[config.mk]
export PLATFORM = sky130hd
export DESIGN_NAME = alu_arbiter
export DESIGN_NICKNAME = d
export VERILOG_FILES = /design/src/rtl/alu_arbiter.sv
export SDC_FILE = /design/constraint.sdc
export NUM_CORES = 1
export LEC_CHECK = 0
export BUFFER_PORTS_ARGS = -buffer_cell sky130_fd_sc_hd__buf_4
export CORE_ASPECT_RATIO = 1.5
export CORE_MARGIN = 10
export CORE_UTILIZATION = 40
export CTS_CLUSTER_DIAMETER = 150
export DETAILED_ROUTE_END_ITERATION = 16
export GPL_ROUTABILITY_DRIVEN = 0
export PLACE_DENSITY = 0.74
export SETUP_SLACK_MARGIN = 0.4
export SLEW_MARGIN = 20
export SYNTH_ARGS = -nofsm -noshare
export SYNTH_HDL_FRONTEND = slang
export SYNTH_SLANG_ARGS = --single-unit
[constraint.sdc]
create_clock -name clk -period 3 [get_ports clk]
set_input_delay 0.15 -clock clk [delete_from_list [all_inputs] [get_ports clk]]
set_output_delay 0.15 -clock clk [all_outputs]
set_load 0.005 [all_outputs]
[src/rtl/alu_arbiter.sv]
// Two-requester arbiter in front of a shared, externally registered ALU.
// Latency: legal op -> rsp_valid 3 edges after accept; illegal op -> 1 edge.
// Backpressure: one op in flight; requests wait (ready=0) until the response handshakes.
//
// Ports:
//   clk, reset                    clock and synchronous active-high reset
//   req{0,1}_valid/_ready         request handshake (ready is combinational, IDLE only)
//   req{0,1}_a/_b/_sel            operands and opcode (000 add, 001 B-A, 010 mul, 011 A, 100 B)
//   alu_a/alu_b/alu_sel           registered operands/opcode to the shared ALU
//   alu_out/alu_z                 ALU result and zero flag, valid one edge after operands
//   rsp_valid/_ready              response handshake
//   rsp_id/_data/_z/_err          owner, result, zero flag, illegal-opcode flag
// Build option: define ALU_ARB_ROUND_ROBIN_EN to alternate grants on simultaneous
// requests; otherwise requester 0 has fixed priority.
module alu_arbiter #(
  parameter int WIDTH = 16
) (
  input  logic             clk,
  input  logic             reset,
  input  logic             req0_valid,
  output logic             req0_ready,
  input  logic [WIDTH-1:0] req0_a,
  input  logic [WIDTH-1:0] req0_b,
  input  logic [2:0]       req0_sel,
  input  logic             req1_valid,
  output logic             req1_ready,
  input  logic [WIDTH-1:0] req1_a,
  input  logic [WIDTH-1:0] req1_b,
  input  logic [2:0]       req1_sel,
  output logic [WIDTH-1:0] alu_a,
  output logic [WIDTH-1:0] alu_b,
  output logic [2:0]       alu_sel,
  input  logic [WIDTH-1:0] alu_out,
  input  logic             alu_z,
  output logic             rsp_valid,
  input  logic             rsp_ready,
  output logic             rsp_id,
  output logic [WIDTH-1:0] rsp_data,
  output logic             rsp_z,
  output logic             rsp_err
);

  typedef enum logic [1:0] {
    IDLE    = 2'd0,
    ISSUE   = 2'd1,
    CAPTURE = 2'd2,
    RESP    = 2'd3
  } state_t;

  state_t           state_q, state_d;
  logic [WIDTH-1:0] alu_a_q, alu_a_d;
  logic [WIDTH-1:0] alu_b_q, alu_b_d;
  logic [2:0]       alu_sel_q, alu_sel_d;
  logic             rsp_valid_q, rsp_valid_d;
  logic             rsp_id_q, rsp_id_d;
  logic [WIDTH-1:0] rsp_data_q, rsp_data_d;
  logic             rsp_z_q, rsp_z_d;
  logic             rsp_err_q, rsp_err_d;
`ifdef ALU_ARB_ROUND_ROBIN_EN
  logic             last_grant_q, last_grant_d;
`endif

  logic             grant_id;   // requester chosen this cycle (meaningful only with accept)
  logic             accept;
  logic [WIDTH-1:0] sel_a, sel_b;
  logic [2:0]       sel_op;
  logic             sel_legal;

  // Arbitration: a lone requester always wins; ties depend on the build option.
  always_comb begin
    grant_id = 1'b0;
`ifdef ALU_ARB_ROUND_ROBIN_EN
    if (req0_valid && req1_valid) begin
      grant_id = ~last_grant_q;
    end else begin
      grant_id = ~req0_valid;
    end
`else
    grant_id = ~req0_valid;
`endif
  end

  // Reset gates accept so no ready pulse can leak out while reset is held.
  assign accept     = (state_q == IDLE) && !reset && (req0_valid || req1_valid);
  assign req0_ready = accept && !grant_id;
  assign req1_ready = accept && grant_id;

  assign sel_a     = grant_id ? req1_a   : req0_a;
  assign sel_b     = grant_id ? req1_b   : req0_b;
  assign sel_op    = grant_id ? req1_sel : req0_sel;
  assign sel_legal = (sel_op <= 3'b100);

  always_comb begin
    state_d     = state_q;
    alu_a_d     = alu_a_q;
    alu_b_d     = alu_b_q;
    alu_sel_d   = alu_sel_q;
    rsp_valid_d = rsp_valid_q;
    rsp_id_d    = rsp_id_q;
    rsp_data_d  = rsp_data_q;
    rsp_z_d     = rsp_z_q;
    rsp_err_d   = rsp_err_q;
`ifdef ALU_ARB_ROUND_ROBIN_EN
    last_grant_d = last_grant_q;
`endif

    case (state_q)
      IDLE: begin
        if (accept) begin
          rsp_id_d = grant_id;
`ifdef ALU_ARB_ROUND_ROBIN_EN
          last_grant_d = grant_id;
`endif
          if (sel_legal) begin
            alu_a_d   = sel_a;
            alu_b_d   = sel_b;
            alu_sel_d = sel_op;
            state_d   = ISSUE;
          end else begin
            // Illegal opcode never touches the ALU; answer immediately.
            rsp_valid_d = 1'b1;
            rsp_err_d   = 1'b1;
            rsp_data_d  = '0;
            rsp_z_d     = 1'b0;
            state_d     = RESP;
          end
        end
      end
      ISSUE: begin
        // ALU registers the held operands on this edge.
        state_d = CAPTURE;
      end
      CAPTURE: begin
        rsp_valid_d = 1'b1;
        rsp_data_d  = alu_out;
        rsp_z_d     = alu_z;
        rsp_err_d   = 1'b0;
        state_d     = RESP;
      end
      RESP: begin
        if (rsp_ready) begin
          rsp_valid_d = 1'b0;
          state_d     = IDLE;
        end
      end
      default: state_d = IDLE;
    endcase
  end

  always_ff @(posedge clk) begin
    if (reset) begin
      state_q     <= IDLE;
      alu_a_q     <= '0;
      alu_b_q     <= '0;
      alu_sel_q   <= 3'b000;
      rsp_valid_q <= 1'b0;
      rsp_id_q    <= 1'b0;
      rsp_data_q  <= '0;
      rsp_z_q     <= 1'b0;
      rsp_err_q   <= 1'b0;
`ifdef ALU_ARB_ROUND_ROBIN_EN
      last_grant_q <= 1'b1;
`endif
    end else begin
      state_q     <= state_d;
      alu_a_q     <= alu_a_d;
      alu_b_q     <= alu_b_d;
      alu_sel_q   <= alu_sel_d;
      rsp_valid_q <= rsp_valid_d;
      rsp_id_q    <= rsp_id_d;
      rsp_data_q  <= rsp_data_d;
      rsp_z_q     <= rsp_z_d;
      rsp_err_q   <= rsp_err_d;
`ifdef ALU_ARB_ROUND_ROBIN_EN
      last_grant_q <= last_grant_d;
`endif
    end
  end

  assign alu_a     = alu_a_q;
  assign alu_b     = alu_b_q;
  assign alu_sel   = alu_sel_q;
  assign rsp_valid = rsp_valid_q;
  assign rsp_id    = rsp_id_q;
  assign rsp_data  = rsp_data_q;
  assign rsp_z     = rsp_z_q;
  assign rsp_err   = rsp_err_q;

endmodule

## Yosys cells after proc, flatten, opt, wreduce, memory -nomap -nowiden

Cells that the tools add are included.

| storage, ports and cells | value |
|---|---|
| register bits after elaboration | 57 |
| output and inout port bits | 57 |
| logic and storage cells | 49 |
| input port bits | 92 |
| latch bits | 0 |
| memories kept | 0 |
| RAM bits | 0 |
| bits in read-only memories | 0 |

| cells by class | value |
|---|---|
| equal/unequal tests | 6 |
| reduce and logical (&&, ||, !) cells | 14 |
| muxes and demuxes | 18 |
| shifts and indexed selects | 0 |
| add/sub/neg operators | 0 |
| divide/modulo/power cells | 0 |
| multipliers | 0 |
| order comparisons | 1 |
| bitwise logic cells | 1 |

Operators with widths:

| cell | count |
|---|---|
| 2-to-1 mux 16 bit | 4 |
| one-hot mux 16 bit (2 select lines) | 1 |
| one-hot mux 2 bit (4 select lines) | 1 |
| 2-to-1 mux 2 bit | 3 |
| != test 2 bit (second input constant) | 3 |
| AND reduction 3 bit | 2 |
| 2-to-1 mux 1 bit | 5 |
| == test 2 bit (second input constant) | 2 |
| logical AND 1 bit | 4 |
| one-hot mux 1 bit (2 select lines) | 2 |
| AND reduction 2 bit | 2 |
| AND reduction 4 bit | 1 |
| less-or-equal comparator 3 bit (second input constant) | 1 |
| 2-to-1 mux 3 bit | 1 |
| one-hot mux 1 bit (3 select lines) | 1 |
| nonzero test 3 bit | 1 |
| == test 2 x 1 -> 1 bit (second input constant) | 1 |
| zero test 2 bit | 1 |
| nonzero test 2 bit | 1 |
| zero test 1 bit | 1 |
| logical OR 1 bit | 1 |
| NOT 1 bit | 1 |

## Longest topological paths before layout

| depth | value |
|---|---|
| word-level depth | 5 |
| depth in mapped cells | 8 |
| depth with buffers taken out | 6 |

## Worst setup path after synthesis

OpenSTA, ideal clock, no wires.

| timing | value |
|---|---|
| kind | register to register |
| start | register state_q[0] |
| end | register rsp_data_q[0] (netlist: rsp_data[0]) |
| data required time | 2.883 ns |
| arrival | 1.486 ns |
| path buffers | 2 |
| path slack | 1.396 ns |
| setup time | 0.117 ns |
| period minus slack after synthesis | 1.604 ns |
| cell stages (with the launch flop) | 9 |
| path through | dfxtp_1 > inv_1 > ha_1 > buf_4 > nand2b_1 > nand2_1 > a21oi_2 > buf_2 > a32o_1 |

| on the way | value |
|---|---|
| word-level cells in the longest chain between the ends | 5 |
| elaborated cells on any way between the ends | 9 |
| those cells by class | eq/ne (3); mux (1); reduce/logical (5) |

RTL lines:

| element | line | text |
|---|---|---|
| start: declaration | 50 | `state_t state_q, state_d;` |
| start signal: assignment | 165 | `state_q <= state_d;` |
| zero test 2 bit | 84, 107 |  |
| logical AND 1 bit (2 in a row) | 84 | `assign accept = (state_q == IDLE) && !reset && (req0_valid \|\| req1_valid);` |
| != test 2 bit (no line) | n/a |  |
| AND reduction 3 bit (no line) | n/a |  |
| end signal: assignment | 171 | `rsp_data_q <= rsp_data_d;` |
| end: declaration | 56 | `logic [WIDTH-1:0] rsp_data_q, rsp_data_d;` |

Several ways; a longest one is shown, not always the timed one.
A chain may end at the register's enable or synchronous reset.

## Final worst setup path

| timing | value |
|---|---|
| start | register state_q[0] |
| end | register alu_a_q[4] (netlist: alu_a[4]) |

| on the way | value |
|---|---|
| word-level cells in the longest chain between the ends | 4 |

RTL lines:

| element | line | text |
|---|---|---|
| zero test 2 bit * | 84, 107 |  |
| logical AND 1 bit (2 in a row) | 84 |  |
| AND reduction 3 bit (no line) * | n/a |  |
| end signal: assignment | 166 | `alu_a_q <= alu_a_d;` |
| end: declaration | 51 | `logic [WIDTH-1:0] alu_a_q, alu_a_d;` |

Mark *: on every way between the ends. The rest lies on a longest branch, timed or not.

==> impl_metrics.py <==
metrics = {
    "outcome": {
        "status": "finished clean",
    },
    "route": {
        "drc": 0,
        "dr_total_vias": 2502,
        "avgViaCountPerCell": 5.31,
        "drt_first_iter_violations": 104,
        "firstDrtPassIters": 4,
        "drt.antenna.violating_nets": 0,
        "drt-total-wl_um": 8200,
        "wl_per_cell_um": 17.4,
    },
    "worst_setup_path": {
        "max_stage_delay_ns": 0.51,
        "cp_max_fo": 21,
        "critPathKind": "reg -> reg",
        "slowest_stage": "nor2_2",
        "crit_chain": "inv_1 -> ha_1 -> nand2b_4 -> nor2_2 -> buf_4 -> a21oi_1 -> a211oi_1",
        "critPathRequiredTime_ns": 3.23,
        "end_kind": "flip-flop",
        "crit_buf_inv": 2,
        "critPathArrivalTime_ns": 2.45,
        "start_kind": "flip-flop",
        "critPathTopFamily": "simple AND/OR/NAND/NOR gates",
    },
    "synthesis": {
        "synth_seq_cells": 57,
        "yosysWarnings": 0,
        "syn_area_per_cell_um2": 10.2,
        "synthCells": 253,
        "yosysSeqAreaShare": 0.444,
        "synthesis.nets": 349,
        "yosys.area.top_type_share": 0.444,
        "synth_area_leader_cell": "dfxtp_1",
        "ys_top_cells_by_area": "dfxtp_1 (44%), mux2i_1 (12%), a211oi_1 (9.6%), a21oi_1 (7.8%), a32o_1 (6.6%)",
        "synth_cell_types": 34,
        "syn_area_um2": 2570,
    },
    "power_and_ir_drop": {
        "clkPwrFrac": 0.289,
        "power_frac_comb": 0.289,
        "p_total_mw": 2.15,
        "p_sw_mw": 0.629,
        "seq_power_share": 0.422,
        "p_leak_nw": 1.75,
        "switching_share": 0.293,
        "internal_power_mw": 1.52,
        "ir_drop_mv": 0.314,
        "p_per_area_nw_per_um2": 559,
    },
    "timing": {
        "finalCritPeriodShare": 0.743,
        "hold_viol": 0,
        "slew_headroom": 0.519,
        "setup_tns_ns": 0,
        "final.setup_skew_ns": 0.00663,
        "worstMarginPinSlew_ns": 0.722,
        "timing.fmax_mhz": 449,
        "period_needed_ns": 2.23,
        "grt_setup_unrepaired": "false",
        "setup_violations": 0,
        "drv_slew": 0,
    },
    "floorplanning": {
        "start_util": 0.413,
        "die_y_um": 118,
        "io_pins": 149,
        "die_w_um": 85.4,
        "rows": 35,
        "die-area_um2": 10100,
        "core_um2": 6220,
    },
    "clock_network": {
        "holdBufCountCts": 0,
        "clockBufferDepth": 2,
        "clock_sinks": 57,
        "post_cts_buffers": 0,
        "insertion_delay_ns": 0.32,
        "cts_max_level": 3,
        "cts_resized": 0,
        "cts_tree": "done",
        "cts_root_buf": "clkbuf_8",
        "cts_buffers": 9,
        "clk_pin_slew_ns": 0.06,
    },
    "hold_path": {
        "hold_path.class": "in -> reg",
    },
    "finish": {
        "final_cells": 471,
        "post-route-util": 0.619,
        "fin_nets": 488,
        "fin_area_um2": 3850,
        "diodes": 0,
        "area_growth_pct": 49.7,
        "layout-drive-gt1-share": 0.448,
    },
    "placement": {
        "dp_hpwl_um": 6400,
        "dpl.cell_count": 455,
        "place_area_um2": 3670,
        "port_buffers": 148,
    },
    "global_routing": {
        "globalRouteOverflowTotal": 0,
        "grt_pass1_vias": 2570,
        "grt_pass1_wl_um": 12600,
        "antenna_found_initial": 0,
        "grt_start_max_net_pins": 45,
        "grt_use_total": 0.151,
    },
    "flow_run": {
        "drv_cap": 0,
    },
}
## cells in the mapped netlist, drive strengths merged
cell type  instances
mux2               2
nor2               5
clkbuf             6
nand2              6
buf               19
dfxtp             57
nor3b              1
a21oi             41
inv                5
and3               1
o21ba              1
or3b               1
nor4b              1
o21ai              4
o211ai             2
a211oi            33
a22oi              1
nor2b              1
or3                2
mux2i             32
nor3               3
o21a               1
nand2b             4
o31ai              1
o32ai              2
ha                 4
a32o              17
## metrics by stage
step	hold WS, ns	setup WS, ns
6_report	0.0672	0.772
5_1_grt	0.0527	0.640
4_1_cts	0.0535	0.775
3_5_place_dp	0.394	0.794
3_3_place_gp	0.390	0.858
2_1_floorplan	0.304	1.40
## routing by layer
metal | track usage | wire (µm) | vias up
li1 | - | - | 1237
met1 | 0.151 | 2990 | 1156
met2 | 0.265 | 4340 | 101
met3 | 0.0577 | 727 | 8
met4 | 0.0713 | 144 | 0
met5 | 0 | 0 | -
## layout by cell type (no fill, tap or decap), drive strengths merged, types with 2 or more instances in the layout
cell / n
ha: 4
or3: 2
clkinv: 3
a32o: 17
nor2: 5
o21ai: 4
nand2: 6
nand2b: 4
a211oi: 33
buf: 153
inv: 5
mux2i: 32
dfxtp: 57
nor3: 3
mux2: 2
o32ai: 2
o211ai: 2
a21oi: 41
clkbuf: 13
## flip-flops by register name (all words and copies together), names as in the netlist
register / cells
alu_a: 16
alu_b: 16
alu_sel: 3
rsp_data: 16
rsp_err: 1
rsp_id: 1
rsp_valid: 1
rsp_z: 1
state_q: 2
## final timing paths
path,slack [ns],depth (start not counted),to,from
worst max-delay path,0.77,7,alu_a[4],state_q[0]
worst min-delay path,0.07,2,rsp_data[5],alu_out[5]
worst max register to register,0.77,7,alu_a[4],state_q[0]
worst min register to register,0.46,1,rsp_data[11],rsp_data[11]
## layout make-up
class / instances / area (µm²)
Inverter: 5 / 18.8
Clock buffer: 13 / 159
Clock inverter: 3 / 15.0
Timing Repair Buffer: 153 / 1150
Multi-Input combinational cell: 166 / 1270
Fill cell: 565 / 2370
Tap cell: 74 / 92.6
Sequential cell: 57 / 1140
## logic make-up (layout without fill, tap and decap cells)
group,count (synthesis),count (layout),share of synthesized area
AOI/OAI and AO/OA,103,103,0.283
adders and majority gates,4,4,0.0195
buffers and inverters,30,174,0.0623
DFF,57,57,0.444
muxes,34,34,0.133
and+or+nand+nor,25,25,0.0579
## power groups by stage
stage / Sequential, mW / Clock, mW / Combinational, mW
finish: 0.908 / 0.622 / 0.621
global route: 0.918 / 0.678 / 0.682
CTS: 0.908 / 0.638 / 0.631
detailed placement: 0.922 / 0 / 0.630
global placement: 0.920 / 0 / 0.618
floorplan: 0.925 / 0 / 0.329
Power figures use the tool's default switching activity.
